File: config.mk
export PLATFORM = sky130hd
export DESIGN_NAME = vmicro16_uart_tx_apb
export DESIGN_NICKNAME = d
export VERILOG_FILES = /design/src/rtl/vmicro16_uart_tx_apb_pkg.sv /design/src/rtl/vmicro16_fifo.sv /design/src/rtl/vmicro16_uart_tx_apb.sv
export SDC_FILE = /design/constraint.sdc
export NUM_CORES = 1
export LEC_CHECK = 0
export ABC_AREA = 1
export BUFFER_PORTS_ARGS = -buffer_cell sky130_fd_sc_hd__buf_2
export CAP_MARGIN = 20
export CORE_AREA = 2 2 92 103
export CTS_BUF_LIST = sky130_fd_sc_hd__clkbuf_8
export CTS_CLUSTER_DIAMETER = 120
export CTS_CLUSTER_SIZE = 20
export DETAILED_ROUTE_END_ITERATION = 10
export DIE_AREA = 0 0 94 105
export PLACE_DENSITY = 0.74
export SLEW_MARGIN = 20
export SYNTH_ARGS = -nofsm -noshare
export SYNTH_HDL_FRONTEND = slang
export SYNTH_HIERARCHICAL = 1
export SYNTH_SLANG_ARGS = --single-unit
File: constraint.sdc
create_clock -name clk -period 2.69 [get_ports clk]
set_clock_uncertainty 0.2 [all_clocks]
set_input_delay 0.1345 -clock clk [delete_from_list [all_inputs] [get_ports clk]]
set_output_delay 0.1345 -clock clk [all_outputs]
set_load 0.01 [all_outputs]
File: src/rtl/vmicro16_uart_tx_apb_pkg.sv
// Shared definitions for the vmicro16 APB UART transmitter: register offsets,
// STATUS bit positions and serialiser state encoding.
package vmicro16_uart_tx_apb_pkg;

  localparam logic [1:0] REG_TXDATA = 2'd0;
  localparam logic [1:0] REG_STATUS = 2'd1;

  localparam int ST_FULL      = 0;
  localparam int ST_EMPTY     = 1;
  localparam int ST_BUSY      = 2;
  localparam int ST_OVF       = 3;
  localparam int ST_COUNT_LSB = 4;

  typedef enum logic [1:0] {
    TX_IDLE  = 2'd0,
    TX_START = 2'd1,
    TX_DATA  = 2'd2,
    TX_STOP  = 2'd3
  } tx_state_t;

endpackage

File: src/rtl/vmicro16_fifo.sv
// Single-clock FIFO, registered state with combinational head (dout); one cycle push-to-visible.
// Push when full is dropped unless a pop happens in the same cycle; pop when empty is ignored.
module vmicro16_fifo #(
  parameter int WIDTH = 8,
  parameter int DEPTH = 8
) (
  input  logic                   clk,
  input  logic                   reset,
  input  logic                   push,
  input  logic                   pop,
  input  logic [WIDTH-1:0]       din,
  output logic [WIDTH-1:0]       dout,
  output logic                   full,
  output logic                   empty,
  output logic [$clog2(DEPTH):0] count
);

  localparam int AW = $clog2(DEPTH);
  localparam int CW = AW + 1;

  logic [WIDTH-1:0] mem [DEPTH];
  logic [AW-1:0]    wptr;
  logic [AW-1:0]    rptr;
  logic             do_push;
  logic             do_pop;

  assign full    = (count == CW'(DEPTH));
  assign empty   = (count == '0);
  assign do_pop  = pop & ~empty;
  assign do_push = push & (~full | pop);
  assign dout    = mem[rptr];

  always_ff @(posedge clk) begin
    if (do_push) mem[wptr] <= din;
  end

  // DEPTH is a power of two, so pointers wrap naturally.
  always_ff @(posedge clk) begin
    if (reset) begin
      wptr  <= '0;
      rptr  <= '0;
      count <= '0;
    end else begin
      if (do_push) wptr <= wptr + AW'(1);
      if (do_pop)  rptr <= rptr + AW'(1);
      case ({do_push, do_pop})
        2'b10:   count <= count + CW'(1);
        2'b01:   count <= count - CW'(1);
        default: count <= count;
      endcase
    end
  end

endmodule

File: src/rtl/vmicro16_uart_tx_apb.sv
// APB3 slave that queues bytes and serialises them 8N1 LSB-first; tx falls 2 cycles after a write to an idle unit.
// Zero wait states; writes to a full FIFO are dropped and flagged in the sticky overflow bit.
module vmicro16_uart_tx_apb #(
  parameter int CLK_DIV    = 434,
  parameter int FIFO_DEPTH = 8,
  parameter int DATA_WIDTH = 16
) (
  input  logic                  clk,
  input  logic                  reset,
  input  logic                  S_PSELx,
  input  logic                  S_PENABLE,
  input  logic                  S_PWRITE,
  input  logic [1:0]            S_PADDR,
  input  logic [DATA_WIDTH-1:0] S_PWDATA,
  output logic [DATA_WIDTH-1:0] S_PRDATA,
  output logic                  S_PREADY,
  output logic                  uart_tx
);

  import vmicro16_uart_tx_apb_pkg::*;

  localparam int CW = $clog2(FIFO_DEPTH) + 1;
  localparam int TW = $clog2(CLK_DIV);
  localparam logic [TW-1:0] BIT_LOAD = TW'(CLK_DIV - 1);

  logic          access;
  logic          wr_txdata;
  logic          rd_status;
  logic          fifo_full;
  logic          fifo_empty;
  logic [CW-1:0] fifo_count;
  logic [7:0]    fifo_dout;
  logic          pop;
  logic          busy;
  logic          ovf;
  logic [7:0]    status;

  tx_state_t     state;
  logic [TW-1:0] timer;
  logic [7:0]    shift;
  logic [2:0]    idx;

  logic unused_pwdata;
  assign unused_pwdata = ^S_PWDATA[DATA_WIDTH-1:8];

  assign access    = S_PSELx & S_PENABLE;
  assign wr_txdata = access & S_PWRITE & (S_PADDR == REG_TXDATA);
  assign rd_status = access & ~S_PWRITE & (S_PADDR == REG_STATUS);
  assign pop       = (state == TX_IDLE) & ~fifo_empty;
  assign busy      = (state != TX_IDLE);
  assign S_PREADY  = 1'b1;

  vmicro16_fifo #(
    .WIDTH (8),
    .DEPTH (FIFO_DEPTH)
  ) u_fifo (
    .clk   (clk),
    .reset (reset),
    .push  (wr_txdata),
    .pop   (pop),
    .din   (S_PWDATA[7:0]),
    .dout  (fifo_dout),
    .full  (fifo_full),
    .empty (fifo_empty),
    .count (fifo_count)
  );

  // A depth-16 FIFO reports count 0 when full; the full bit disambiguates.
  always_comb begin
    status                      = '0;
    status[ST_FULL]             = fifo_full;
    status[ST_EMPTY]            = fifo_empty;
    status[ST_BUSY]             = busy;
    status[ST_OVF]              = ovf;
    status[ST_COUNT_LSB +: 4]   = 4'(fifo_count);
  end

  always_comb begin
    S_PRDATA = '0;
    if (rd_status) S_PRDATA[7:0] = status;
  end

  // A new overflow wins over a clearing read in the same cycle.
  always_ff @(posedge clk) begin
    if (reset)                                ovf <= 1'b0;
    else if (wr_txdata & fifo_full & ~pop)    ovf <= 1'b1;
    else if (rd_status)                       ovf <= 1'b0;
  end

  always_ff @(posedge clk) begin
    if (reset) begin
      state   <= TX_IDLE;
      timer   <= BIT_LOAD;
      shift   <= '0;
      idx     <= '0;
      uart_tx <= 1'b1;
    end else begin
      case (state)
        TX_IDLE: begin
          uart_tx <= 1'b1;
          timer   <= BIT_LOAD;
          if (!fifo_empty) begin
            shift   <= fifo_dout;
            state   <= TX_START;
            uart_tx <= 1'b0;
          end
        end
        TX_START: begin
          if (timer == '0) begin
            state   <= TX_DATA;
            idx     <= '0;
            timer   <= BIT_LOAD;
            uart_tx <= shift[0];
          end else begin
            timer <= timer - TW'(1);
          end
        end
        TX_DATA: begin
          if (timer == '0) begin
            timer <= BIT_LOAD;
            if (idx == 3'd7) begin
              state   <= TX_STOP;
              uart_tx <= 1'b1;
            end else begin
              shift   <= {1'b0, shift[7:1]};
              idx     <= idx + 3'd1;
              uart_tx <= shift[1];
            end
          end else begin
            timer <= timer - TW'(1);
          end
        end
        TX_STOP: begin
          uart_tx <= 1'b1;
          if (timer == '0) state <= TX_IDLE;
          else             timer <= timer - TW'(1);
        end
        default: state <= TX_IDLE;
      endcase
    end
  end

endmodule

==> results.json <==
{
  "min_period_over_period": 0.927,
  "finalMaxSlewViolations": 0,
  "critPathLaunchType": "register",
  "r2r_slack_ns": 0.20,
  "met3_usage": 0.0397,
  "critPathMaxStageDelay_ns": 0.38,
  "min-delay-path-class": "input port to register",
  "synth_top_area_frac": 0.402,
  "crit_chain": "inv_1, nand3_1, inv_1, nor2_1, inv_1, nand4_2, nand2_4, ha_1, nor2_1, nor2_2, ha_1, a21oi_1, xnor2_1, o21ai_0, inv_1",
  "synthCells": 518,
  "dr_total_vias": 3419,
  "grt_overflow": 0,
  "fill_cells": 712,
  "crit_type": "register to register",
  "rsz0062_at_grt": "false",
  "grt_pass1_vias": 3196,
  "drc": 0,
  "antenna_found_initial": 0,
  "power_frac_comb": 0.402,
  "row_count": 36,
  "p_leak_nw": 2.17,
  "clockPowerShare": 0.187,
  "coreArea_um2": 8780,
  "clock_sinks": 101,
  "synth.largest_area_cell": "edfxtp_1",
  "p_int_mw": 2.83,
  "synth-seq-cells": 101,
  "die_height_um": 105,
  "drv_cap": 0,
  "grt_pass1_wl_um": 14200,
  "final-setup-viol-count": 0,
  "postCtsSetupBuffers": 0,
  "cts_tree": "yes",
  "post_drt_wl_per_cell_um": 12.7,
  "crit_fanout": 8,
  "cts_root_buf": "clkbuf_8",
  "status": "completed",
  "port_buffers": 23,
  "whs_ns": 0.0624,
  "busiest_layer": "met2",
  "cp-end-kind": "register",
  "finalPower_mw": 4.69,
  "io_pins": 41,
  "clkTransAtPathRegs_ns": 0.10,
  "ant_nets": 0,
  "synthTopCellsByArea": "edfxtp_1 40%, dfxtp_1 15%, nand2_1 7.1%",
  "hold_viol_final": 0,
  "nets": 597,
  "switchingPower_mw": 1.85,
  "die_x_um": 94,
  "cpLargestDelayFamily": "simple AND/OR/NAND/NOR gates",
  "drt_iter0_markers": 112,
  "met2_usage": 0.317,
  "fmax_ghz": 0.401,
  "grtUsageTotal": 0.183,
  "timing.slew.headroom": 0.627,
  "cts_inserted_buffers": 9,
  "syn-cell-area_um2": 4790,
  "dieArea_um2": 9870,
  "grt_max_degree": 33,
  "n_antenna_cell": 0,
  "firstDrtPassIters": 4,
  "seqPwrFrac": 0.411,
  "finalSetupTns_ns": 0,
  "multi_input_area_um2": 1750,
  "final_cell_mix": "90 x nand2_1, 88 x nor2_1, 64 x edfxtp_1, 54 x inv_1, 31 x dfxtp_1",
  "clockBufferDepth": 2,
  "cp.required_ns": 2.75,
  "synth_cell_type_count": 38,
  "viasPerCell": 5.02,
  "place_congestion": 0.804,
  "avgSynthCellArea_um2": 9.24,
  "regArea_um2": 2670,
  "cts_max_level": 3,
  "yosysSeqAreaShare": 0.556,
  "post-dp-hpwl_um": 5820,
  "min_period_ns": 2.49,
  "crit_slowest_cell": "dfxtp_2",
  "routed_wl_um": 8670,
  "start_util": 0.545,
  "path_common_cell": "inv_1",
  "switching_share": 0.395,
  "layout_commonest_cell": "nand2_1",
  "clk_latency_ns": 0.36,
  "area_delta_synth_final_pct": 11.0,
  "yosys_warnings": 6,
  "tightest_slew_ns": 0.556,
  "cp_data_arrival_time_ns": 2.55,
  "ir_drop_mv": 0.499,
  "met1_usage": 0.226,
  "p_per_area_nw_per_um2": 882,
  "layout-drive-gt1-share": 0.148,
  "cp.buffers_inverters": 4
}
-- final timing paths --
| path | start | endpoint | cells past startpoint |
|---|---|---|---|
| worst min-delay path | S_PADDR[0] | u_fifo/wptr[1] | 5 |
| worst max-delay path | u_fifo/count[2] | u_fifo/count[2] | 15 |
| worst min register to register | uart_tx | uart_tx | 2 |
| worst max register to register | u_fifo/count[2] | u_fifo/count[2] | 15 |
-- cell families after synthesis --
family                     after synthesis  share of synthesized area
DFF                                    101                      0.556
AOI/OAI and AO/OA                       78                     0.0878
and+or+nand+nor                        218                      0.197
xor gates and xnor gates                 6                     0.0110
muxes                                   15                     0.0314
other                                    2                    0.00157
adders and majority gates               12                     0.0314
buffers and inverters                   86                     0.0839
-- sequential cells by signal (all words and copies together) (netlist names), named ones only --
name and flops:
ovf 1, u_fifo/rptr 3, u_fifo/wptr 3, shift 8, timer 9, uart_tx 1, state 2, u_fifo/mem 64
u_fifo/count 4, idx 3
-- timing repair --
item / 4_1_cts / 5_1_grt
hold buffers: 11 / 0
endpoints found under the setup margin: 0 / 1
gates resized for setup: 0 / 6
hold endpoints to repair: 72 / 0
-- power by group through the flow --
stage	Combinational [mW]	Sequential (mW)	Clock, mW
after floorplan	1.55	1.94	0
after CTS	1.88	1.92	0.901
after global placement	1.80	1.94	0
after detailed placement	1.85	1.95	0
final	1.88	1.93	0.876
after global routing	2.14	1.95	0.966
-- routing by layer --
layer	part of all wire	up-vias	wire length, µm
met2	0.49	68	4210
li1	-	1770	-
met5	0	-	0
met4	0.013	0	116
met1	0.46	1570	4020
met3	0.038	11	330
-- synth_stat cells (all sizes together) --
master and n:
ha 12, nor4 2, clkbuf 1, nand2 94, o2111ai 2, a21boi 1, xor2 5, xnor2 1
nand3 22, inv 63, o22ai 8, o21ai 50, edfxtp 64, a21oi 16, or2 2, mux2i 15
nor3 1, clkinv 1, and3 1, nand4 2, o211ai 1, buf 21, dfxtp 37, nor2 94
conb 2
-- final cells by class --
class / count / area share
well taps: 114 / 0.0268
clock inverters: 7 / 0.0108
clock buffers: 9 / 0.0233
inverters: 64 / 0.0452
multi-input cells: 338 / 0.329
repair buffers: 48 / 0.0622
flip-flops and latches: 101 / 0.503
-- worst register-to-register path, stage by stage (launching register included) --
cell	delay [ns]
dfxtp_2	0.38
inv_1	0.10
nand3_1	0.11
inv_1	0.07
nor2_1	0.19
inv_1	0.07
nand4_2	0.11
nand2_4	0.08
ha_1	0.24
nor2_1	0.14
nor2_2	0.07
ha_1	0.17
a21oi_1	0.16
xnor2_1	0.09
o21ai_0	0.15
inv_1	0.06
-- stage by stage --
stage                     cells  setup slack [ns]   util  area (µm²)
after floorplan             525             0.320      -        4810
after global placement      654             0.262  0.571        5010
after detailed placement    654             0.168  0.571        5010
after CTS                   681             0.157  0.604        5310
after global routing        681            0.0202  0.605        5310
final                       681             0.197  0.605        5310
Note: power is estimated with default switching activity, not from simulation.
